### config.mk
export PLATFORM = sky130hd
export DESIGN_NAME = uart_rx_fsm_flat
export DESIGN_NICKNAME = d
export VERILOG_FILES = /design/src/rtl/uart_rx_fsm_if.sv /design/src/rtl/uart_rx_fsm.sv /design/src/flat_wrapper.sv
export SDC_FILE = /design/constraint.sdc
export NUM_CORES = 1
export LEC_CHECK = 0
export BUFFER_PORTS_ARGS = -buffer_cell sky130_fd_sc_hd__clkbuf_2
export CAP_MARGIN = 20
export CELL_PAD_IN_SITES_DETAIL_PLACEMENT = 1
export CELL_PAD_IN_SITES_GLOBAL_PLACEMENT = 2
export CORE_UTILIZATION = 35
export CTS_CLUSTER_SIZE = 8
export DETAILED_ROUTE_END_ITERATION = 6
export GPL_TIMING_DRIVEN = 0
export HOLD_SLACK_MARGIN = 0.02
export PLACE_DENSITY = 0.81
export SLEW_MARGIN = 25
export SYNTH_ARGS = -nofsm -noshare
export SYNTH_HDL_FRONTEND = slang
export SYNTH_SLANG_ARGS = --single-unit
### constraint.sdc
create_clock -name CLK -period 2.5 [get_ports CLK]
set_input_delay 0.375 -clock CLK [delete_from_list [all_inputs] [get_ports CLK]]
set_output_delay 0.375 -clock CLK [all_outputs]
set_load 0.1 [all_outputs]
### src/rtl/uart_rx_fsm_if.sv
// Signal bundle between the UART receive FSM and its surrounding logic.
// The BREAK output exists only when UART_RX_BREAK_DET_EN is defined.
interface uart_rx_fsm_if #(parameter int DATA_WIDTH = 8);
  logic                  RX_IN;
  logic [5:0]            PRESCALE;
  logic                  PAR_EN;
  logic                  PAR_TYP;
  logic                  SAMPLED_BIT;
  logic                  DAT_SAMP_EN;
  logic [5:0]            EDGE_CNT;
  logic [DATA_WIDTH-1:0] P_DATA;
  logic                  DATA_VALID;
  logic                  PAR_ERR;
  logic                  STP_ERR;
`ifdef UART_RX_BREAK_DET_EN
  logic                  BREAK;
`endif

  modport master (
`ifdef UART_RX_BREAK_DET_EN
    input  BREAK,
`endif
    output RX_IN, PRESCALE, PAR_EN, PAR_TYP, SAMPLED_BIT,
    input  DAT_SAMP_EN, EDGE_CNT, P_DATA, DATA_VALID, PAR_ERR, STP_ERR
  );

  modport slave (
`ifdef UART_RX_BREAK_DET_EN
    output BREAK,
`endif
    input  RX_IN, PRESCALE, PAR_EN, PAR_TYP, SAMPLED_BIT,
    output DAT_SAMP_EN, EDGE_CNT, P_DATA, DATA_VALID, PAR_ERR, STP_ERR
  );
endinterface

### src/rtl/uart_rx_fsm.sv
// UART receive control FSM: start/data/parity/stop sequencing over an oversampled line.
// Optional break detection enabled by defining UART_RX_BREAK_DET_EN.
module uart_rx_fsm #(
  parameter int DATA_WIDTH = 8
) (
  input logic         CLK,
  input logic         RST,
  uart_rx_fsm_if.slave bus
);
  localparam int BW = (DATA_WIDTH > 1) ? $clog2(DATA_WIDTH) : 1;

  typedef enum logic [2:0] {IDLE, START, DATA, PARITY, STOP} state_e;

  state_e                state_q, state_d;
  logic [5:0]            edge_cnt_q, edge_cnt_d;
  logic [5:0]            presc_q, presc_d;
  logic [BW-1:0]         bit_cnt_q, bit_cnt_d;
  logic [DATA_WIDTH-1:0] p_data_q, p_data_d;
  logic                  par_en_q, par_en_d, par_typ_q, par_typ_d;
  logic                  par_bad_q, par_bad_d;
  logic                  dv_q, dv_d, pe_q, pe_d, se_q, se_d;
  logic                  bit_end, par_mis;
`ifdef UART_RX_BREAK_DET_EN
  logic                  zero_q, zero_d, hold_q, hold_d, brk_q, brk_d, pdef_q, pdef_d;
`endif

  assign bit_end = (edge_cnt_q == presc_q - 6'd1);
  assign par_mis = bus.SAMPLED_BIT != (^p_data_q ^ par_typ_q);

  always_comb begin
    state_d    = state_q;
    edge_cnt_d = (state_q == IDLE) ? 6'd0 : (bit_end ? 6'd0 : edge_cnt_q + 6'd1);
    presc_d    = presc_q;
    bit_cnt_d  = bit_cnt_q;
    p_data_d   = p_data_q;
    par_en_d   = par_en_q;
    par_typ_d  = par_typ_q;
    par_bad_d  = par_bad_q;
    dv_d       = 1'b0;
    pe_d       = 1'b0;
    se_d       = 1'b0;
`ifdef UART_RX_BREAK_DET_EN
    zero_d     = zero_q;
    hold_d     = hold_q;
    brk_d      = 1'b0;
    pdef_d     = pdef_q;
`endif
    case (state_q)
      IDLE: begin
        // Line config is captured only here, so it stays fixed for the whole frame.
        presc_d   = bus.PRESCALE;
        par_en_d  = bus.PAR_EN;
        par_typ_d = bus.PAR_TYP;
        bit_cnt_d = '0;
        par_bad_d = 1'b0;
        if (!bus.RX_IN) state_d = START;
      end
      START: begin
`ifdef UART_RX_BREAK_DET_EN
        zero_d = 1'b1;
        pdef_d = 1'b0;
`endif
        if (bit_end) state_d = bus.SAMPLED_BIT ? IDLE : DATA;
      end
      DATA: if (bit_end) begin
        p_data_d = {bus.SAMPLED_BIT, p_data_q[DATA_WIDTH-1:1]};
`ifdef UART_RX_BREAK_DET_EN
        zero_d = zero_q & ~bus.SAMPLED_BIT;
`endif
        if (bit_cnt_q == BW'(DATA_WIDTH-1)) begin
          bit_cnt_d = '0;
          state_d   = par_en_q ? PARITY : STOP;
        end else begin
          bit_cnt_d = bit_cnt_q + 1'b1;
        end
      end
      PARITY: if (bit_end) begin
        par_bad_d = par_mis;
        state_d   = STOP;
`ifdef UART_RX_BREAK_DET_EN
        // A still-all-zero frame may turn out to be a break; defer its parity verdict.
        zero_d = zero_q & ~bus.SAMPLED_BIT;
        if (zero_q && !bus.SAMPLED_BIT) pdef_d = par_mis;
        else                            pe_d   = par_mis;
`else
        pe_d = par_mis;
`endif
      end
      STOP: begin
`ifdef UART_RX_BREAK_DET_EN
        if (hold_q) begin
          if (bus.RX_IN) begin
            hold_d  = 1'b0;
            state_d = IDLE;
          end
        end else if (bit_end) begin
          if (zero_q && !bus.SAMPLED_BIT) begin
            brk_d  = 1'b1;
            hold_d = 1'b1;
          end else begin
            se_d    = ~bus.SAMPLED_BIT;
            dv_d    = bus.SAMPLED_BIT & ~par_bad_q;
            pe_d    = pdef_q & bus.SAMPLED_BIT;
            state_d = IDLE;
          end
        end
`else
        if (bit_end) begin
          se_d    = ~bus.SAMPLED_BIT;
          dv_d    = bus.SAMPLED_BIT & ~par_bad_q;
          state_d = IDLE;
        end
`endif
      end
      default: state_d = IDLE;
    endcase
  end

  always_ff @(posedge CLK or negedge RST) begin
    if (!RST) begin
      state_q    <= IDLE;
      edge_cnt_q <= '0;
      presc_q    <= 6'd8;
      bit_cnt_q  <= '0;
      p_data_q   <= '0;
      par_en_q   <= 1'b0;
      par_typ_q  <= 1'b0;
      par_bad_q  <= 1'b0;
      dv_q       <= 1'b0;
      pe_q       <= 1'b0;
      se_q       <= 1'b0;
`ifdef UART_RX_BREAK_DET_EN
      zero_q     <= 1'b0;
      hold_q     <= 1'b0;
      brk_q      <= 1'b0;
      pdef_q     <= 1'b0;
`endif
    end else begin
      state_q    <= state_d;
      edge_cnt_q <= edge_cnt_d;
      presc_q    <= presc_d;
      bit_cnt_q  <= bit_cnt_d;
      p_data_q   <= p_data_d;
      par_en_q   <= par_en_d;
      par_typ_q  <= par_typ_d;
      par_bad_q  <= par_bad_d;
      dv_q       <= dv_d;
      pe_q       <= pe_d;
      se_q       <= se_d;
`ifdef UART_RX_BREAK_DET_EN
      zero_q     <= zero_d;
      hold_q     <= hold_d;
      brk_q      <= brk_d;
      pdef_q     <= pdef_d;
`endif
    end
  end

  assign bus.EDGE_CNT   = edge_cnt_q;
  assign bus.P_DATA     = p_data_q;
  assign bus.DATA_VALID = dv_q;
  assign bus.PAR_ERR    = pe_q;
  assign bus.STP_ERR    = se_q;
`ifdef UART_RX_BREAK_DET_EN
  assign bus.BREAK       = brk_q;
  assign bus.DAT_SAMP_EN = (state_q != IDLE) && !hold_q;
`else
  assign bus.DAT_SAMP_EN = (state_q != IDLE);
`endif
endmodule
### src/flat_wrapper.sv
// flat-port wrapper written by rule: the top's interface ports become plain ports
module uart_rx_fsm_flat 
#(
  parameter int DATA_WIDTH = 8
)
  (CLK, RST, bus_RX_IN, bus_PRESCALE, bus_PAR_EN, bus_PAR_TYP, bus_SAMPLED_BIT, bus_DAT_SAMP_EN, bus_EDGE_CNT, bus_P_DATA, bus_DATA_VALID, bus_PAR_ERR, bus_STP_ERR);
  uart_rx_fsm_if #(.DATA_WIDTH(DATA_WIDTH)) bus_i ();
  input logic CLK;
  input logic RST;
  input wire logic [$bits(bus_i.RX_IN)-1:0] bus_RX_IN;
  input wire logic [$bits(bus_i.PRESCALE)-1:0] bus_PRESCALE;
  input wire logic [$bits(bus_i.PAR_EN)-1:0] bus_PAR_EN;
  input wire logic [$bits(bus_i.PAR_TYP)-1:0] bus_PAR_TYP;
  input wire logic [$bits(bus_i.SAMPLED_BIT)-1:0] bus_SAMPLED_BIT;
  output wire logic [$bits(bus_i.DAT_SAMP_EN)-1:0] bus_DAT_SAMP_EN;
  output wire logic [$bits(bus_i.EDGE_CNT)-1:0] bus_EDGE_CNT;
  output wire logic [$bits(bus_i.P_DATA)-1:0] bus_P_DATA;
  output wire logic [$bits(bus_i.DATA_VALID)-1:0] bus_DATA_VALID;
  output wire logic [$bits(bus_i.PAR_ERR)-1:0] bus_PAR_ERR;
  output wire logic [$bits(bus_i.STP_ERR)-1:0] bus_STP_ERR;
  assign bus_i.RX_IN = bus_RX_IN;
  assign bus_i.PRESCALE = bus_PRESCALE;
  assign bus_i.PAR_EN = bus_PAR_EN;
  assign bus_i.PAR_TYP = bus_PAR_TYP;
  assign bus_i.SAMPLED_BIT = bus_SAMPLED_BIT;
  assign bus_DAT_SAMP_EN = bus_i.DAT_SAMP_EN;
  assign bus_EDGE_CNT = bus_i.EDGE_CNT;
  assign bus_P_DATA = bus_i.P_DATA;
  assign bus_DATA_VALID = bus_i.DATA_VALID;
  assign bus_PAR_ERR = bus_i.PAR_ERR;
  assign bus_STP_ERR = bus_i.STP_ERR;
  uart_rx_fsm #(.DATA_WIDTH(DATA_WIDTH)) u_core (.CLK(CLK), .RST(RST), .bus(bus_i));
endmodule
-- Word-level counts from Yosys, hierarchy flattened
Index checks and enable logic that the tools add are counted.
- divide/modulo/power cells: 0
- bitwise operators: 4
- $mul: 0
- $add $sub $neg: 3
- reduce and logical (&&, ||, !) cells: 9
- shift operators: 0
- mux-type cells: 22
- eq/ne operators: 13
- order comparisons: 0
- operators by type and width (cell ; count):
    $mux W3 ; 9
    $pmux W3 S5 ; 1
    $mux W6 ; 2
    $ne A2 B1 Y1 const B ; 5
    $reduce_xor A8 Y1 ; 1
    $mux W1 ; 7
    $add A6 B1 Y6 const B ; 1
    $eq A3 B2 Y1 const B ; 2
    $eq A3 B3 Y1 const B ; 2
    $eq A6 B6 Y1 ; 1
    $pmux W3 S2 ; 1
    $reduce_and A2 Y1 ; 3
    $reduce_and A6 Y1 ; 1
    $sub A6 B1 Y6 const B ; 1
    $reduce_bool A2 Y1 ; 2
    $add A3 B1 Y3 const B ; 1
    $eq A3 B1 Y1 const B ; 1
    $logic_not A3 Y1 ; 1
    $reduce_bool A3 Y1 ; 1
    $mux W2 ; 1
    $ne A2 B2 Y1 const B ; 1
    $not A1 Y1 ; 2
    $pmux W1 S2 ; 1
    $and A1 B1 Y1 ; 1
    2 further kinds ; 2
- word-level logic and storage cells: 62
- RAM bits: 0
- register bits after elaboration: 32
- input port bits: 12
- bits in latches: 0
- memory bits (read-only): 0
- output and inout bits: 18
- memories: 0

-- Longest topological paths before layout
- depth after elaboration: 5
- depth in mapped cells: 9
- gate-level depth less buffers: 7

-- Worst setup path after synthesis
Ideal clock, no wire load.
- path type: register -> register
- start: register u_core.state_q[0]
- end: register u_core.edge_cnt_q[1] (netlist: u_core.bus.EDGE_CNT[1])
- setup slack: 0.039 ns
- library setup time: 0.121 ns
- path buffers: 3
- clock period less this slack: 2.461 ns
- arrival time: 2.339 ns
- required time: 2.379 ns
- cell stages (with the launch flop): 8
- cells stage by stage: dfrtp_1 -> clkbuf_1 -> or2_2 -> clkbuf_1 -> nor2_1 -> clkbuf_1 -> inv_1 -> and3_1
- cells in the longest elaborated chain, start to end: 2
- ends and longest elaborated chain (element ; line ; RTL):
    from (decl) ; uart_rx_fsm.sv:14 ; state_e state_q, state_d;
    from (signal assigned) ; uart_rx_fsm.sv:139 ; state_q <= state_d;
    $logic_not A3 Y1 ; uart_rx_fsm.sv:32 ; edge_cnt_d = (state_q == IDLE) ? 6'd0 : (bit_end ? 6'd0 : edge_cnt_q + 6'd1);
    $mux W6 ; uart_rx_fsm.sv:32 ;
    net u_core.edge_cnt_d[1] ; uart_rx_fsm.sv:15 ; logic [5:0] edge_cnt_q, edge_cnt_d;
    to (signal assigned) ; uart_rx_fsm.sv:140 ; edge_cnt_q <= edge_cnt_d;
    to (decl) ; uart_rx_fsm.sv:15 ;
The timed path passes the listed nets, and every way through them passes these cells.
A chain may end at the register's enable or synchronous reset.

-- Final worst setup path
- start: register u_core.presc_q[0]
- end: register u_core.p_data_q[1] (netlist: u_core.bus.P_DATA[1])
- cells in the longest elaborated chain, start to end: 3
- ends and longest elaborated chain (element ; line ; RTL):
    from (decl) ; uart_rx_fsm.sv:16 ; logic [5:0] presc_q, presc_d;
    from (signal assigned) ; uart_rx_fsm.sv:141 ; presc_q <= presc_d;
    $sub A6 B1 Y6 ; uart_rx_fsm.sv:27 ; assign bit_end = (edge_cnt_q == presc_q - 6'd1);
    $eq A6 B6 Y1 ; uart_rx_fsm.sv:27 ;
    $reduce_and A2 Y1 (no line) ; -- ;
    to (signal assigned) ; uart_rx_fsm.sv:143 ; p_data_q <= p_data_d;
    to (decl) ; uart_rx_fsm.sv:18 ; logic [DATA_WIDTH-1:0] p_data_q, p_data_d;
No other way between the ends.

==> results.py <==
metrics = {
    "logic_synthesis": {
        "yosys_warnings": 0,
        "synth.net_count": 166,
        "yosysUniqueCellTypes": 40,
        "syn_area_per_cell_sq_um": 11.22,
        "synth_area_sq_um": 1683,
        "syn_inst": 150,
        "synth-seq-cells": 32,
        "ys_seq_area_frac": 0.4766,
    },
    "hold_path": {
        "hp-class": "input port to asynchronous set/reset pin",
    },
    "die": {
        "die_area_sq_um": 5089,
        "die_x_um": 71.34,
        "initial_core_util": 0.3761,
        "coreArea_sq_um": 4474,
        "num_rows": 24,
        "io_pins": 30,
        "die_h_um": 71.34,
    },
    "sta": {
        "rsz0062_at_grt": "false",
        "fin_worst_skew_ns": 0.007444,
        "finalHoldViolCount": 0,
        "whs_ns": 0.1728,
        "post-route-period-util": 0.9499,
        "final_max_slew_viol_count": 0,
        "max_slew.worst_pin.slew_ns": 0.8120,
        "fmax_mhz": 421.1,
        "slew_headroom": 0.4586,
        "fin_crit_ns": 2.375,
        "setup-violations-final": 0,
    },
    "power_and_ir_drop": {
        "powerDensity_nw_per_um2": 1460,
        "power.leakage_nw": 0.9889,
        "irDropWorstVdd_v": 0.0005635,
    },
    "cts": {
        "tritoncts": "done",
        "hold_buffers": 0,
        "root_buffer": "clkbuf_8",
        "clk_latency_ns": 0.29,
        "numCtsBuffers": 5,
        "h-tree-depth": 2,
        "clk_pin_slew_ns": 0.07,
        "cts.sinks": 32,
        "clockBufferDepth": 2,
    },
    "final_layout": {
        "nNetsFinal": 206,
        "utilization": 0.4595,
        "diodes": 0,
        "layout_commonest_cell": "dfrtp_1",
        "syn2layout_area_growth_pct": 22.16,
        "drive_gt1_frac": 0.3194,
        "final_cell_mix": "dfrtp_1, clkbuf_2, xnor2_1, nand2_1, nor2_1",
    },
    "setup_path": {
        "cp.arrival_ns": 2.54,
        "path_max_fanout": 8,
        "cp.required_ns": 2.66,
        "r2r-start": "u_core.presc_q[0]$_DFFE_PN0P_",
        "crit_type": "flip-flop to flip-flop",
        "setup.worst_path.start_class": "flip-flop",
        "rr_worst_depth": 7,
        "r2r_end": "u_core.bus.P_DATA[1]$_DFFE_PN0P_",
        "worst_setup_path_end_kind": "flip-flop",
        "ff2ff_setup_slack_ns": 0.13,
    },
    "outcome": {
        "status": "finished with violations",
        "failed_checks": "DRC",
    },
    "detailed_routing": {
        "vias": 1291,
        "firstDrtPassIters": 5,
        "avgRoutedWirePerCell_um": 17.13,
        "ant_nets": 0,
        "routed_wl_mm": 4.162,
        "routed_via_density": 5.313,
        "drt_iter0_markers": 37,
        "drc_errors": 1,
    },
    "global_routing": {
        "grt_pass1_vias": 1383,
        "met2_usage": 0.3185,
        "use_met1": 0.2005,
        "grt_use_met3": 0.04501,
        "grt_pass1_wl_mm": 6.741,
        "globalRouteOverflowTotal": 0,
        "grtUsageTotal": 0.1757,
        "grt_max_degree": 33,
        "grt_busiest_layer": "met2",
        "antenna_found_initial": 0,
    },
    "flow_run": {
        "cap_violations": 0,
    },
    "placement": {
        "numPortBuffers": 29,
        "place_congestion": 0.7875,
        "hpwl_mm": 3.035,
    },
}
[worst max-delay path, cell delays in order (launching register included)]
cell and delay [ns]:
dfrtp_1 0.41, inv_1 0.09, ha_1 0.25, nor2b_1 0.14, or3_1 0.40, a31oi_4 0.36
nand4_4 0.23, mux2_1 0.37
[repair_timing]
| item | in CTS | in global routing |
|---|---|---|
| buffers inserted | 1 | 3 |
| resized for setup | 7 | 3 |
| endpoints found under the setup margin | 9 | 7 |
| pin swaps | 1 | 1 |
| cloned | 0 | 0 |
[per-stage QoR]
stage	power (mW)	setup slack, ns	area, sq um	setup TNS [ns]	instances
after floorplan	2.058	0.03923	1683	0	150
after global placement	2.325	-0.2367	1893	-0.2367	231
after detailed placement	2.398	-0.3162	1893	-0.8150	231
after CTS	2.944	0.07317	2032	0	240
after global routing	3.180	0.01302	2056	0	243
final	3.001	0.1253	2056	0	243
[power breakdown]
group / switching, mW / internal (mW)
combinational: 1.04 / 0.580
sequential: 0.201 / 0.690
clock: 0.197 / 0.296
[synthesized netlist by cell type]
master / n / area share
a221oi_2: 1 / 0.0089
o211ai_1: 1 / 0.0045
buf_6: 2 / 0.013
nor2_1: 10 / 0.022
nand2b_1: 1 / 0.0037
nand3_1: 3 / 0.0089
and3b_1: 1 / 0.0052
or3_1: 1 / 0.0037
nand2_1: 10 / 0.022
nor4b_1: 1 / 0.0052
xor2_1: 7 / 0.036
mux2_2: 7 / 0.047
and2_4: 1 / 0.0052
dfrtp_1: 31 / 0.46
a22o_1: 1 / 0.0052
nor3_1: 8 / 0.024
inv_1: 4 / 0.0089
clkbuf_1: 5 / 0.011
xnor2_1: 10 / 0.052
a221o_1: 3 / 0.018
and4bb_1: 1 / 0.0074
nor2b_1: 4 / 0.015
xnor3_1: 1 / 0.013
a31oi_1: 1 / 0.0037
dfstp_2: 1 / 0.016
nor4_1: 1 / 0.0037
a21oi_1: 4 / 0.012
o32ai_1: 1 / 0.0052
a211o_1: 1 / 0.0052
ha_1: 4 / 0.030
o21ai_1: 1 / 0.0030
o31a_1: 1 / 0.0052
or4_4: 1 / 0.0067
and3_1: 6 / 0.022
nand4_4: 1 / 0.013
o21ai_0: 3 / 0.0089
mux2_1: 7 / 0.047
or2_2: 1 / 0.0037
a31oi_2: 1 / 0.0074
nor3_2: 1 / 0.0059
[flip-flops by register name, indices dropped and copies added (netlist names)]
name	count
u_core.bit_cnt_q	3
u_core.bus.DATA_VALID	1
u_core.bus.EDGE_CNT	6
u_core.bus.PAR_ERR	1
u_core.bus.P_DATA	8
u_core.bus.STP_ERR	1
u_core.par_bad_q	1
u_core.par_en_q	1
u_core.par_typ_q	1
u_core.presc_q	6
u_core.state_q	3
[kinds of logic after synthesis]
kind of cell | synth area share
compound gates | 0.08699
buf+inv | 0.03345
xor+xnor | 0.1019
mux | 0.09369
fa+ha+maj | 0.02974
simple gates | 0.1777
flops | 0.4766
[worst max-delay path by stage]
stage                                        startpoint                                to  depth (start not counted)
after detailed placement  u_core.state_q[0]$_DFFE_PN0P_                   bus_DAT_SAMP_EN                          7
after CTS                 u_core.state_q[0]$_DFFE_PN0P_                   bus_DAT_SAMP_EN                          7
after floorplan           u_core.state_q[0]$_DFFE_PN0P_  u_core.bus.EDGE_CNT[1]$_DFF_PN0_                          7
final                     u_core.presc_q[0]$_DFFE_PN0P_  u_core.bus.P_DATA[1]$_DFFE_PN0P_                          7
after global placement    u_core.state_q[0]$_DFFE_PN0P_                   bus_DAT_SAMP_EN                          7
after global routing      u_core.presc_q[0]$_DFFE_PN0P_  u_core.bus.P_DATA[7]$_DFFE_PN0P_                          7
[routing by layer]
metal  wire length [um]  share of wire
met1               1761           0.42
met2               2207           0.53
met3                131          0.031
met4                 63          0.015
met5                  0              0
[layout make-up]
cell class | instances | area (sq um)
Inverter | 4 | 15.01
Multi-Input combinational cell | 107 | 840.8
Sequential cell | 32 | 802.0
Clock inverter | 2 | 35.03
Buffer | 7 | 47.55
Fill cell | 513 | 2419
Clock buffer | 6 | 72.57
Tap cell | 52 | 65.06
Timing Repair Buffer | 33 | 177.7
No activity file was read; power rests on OpenSTA's default activity.
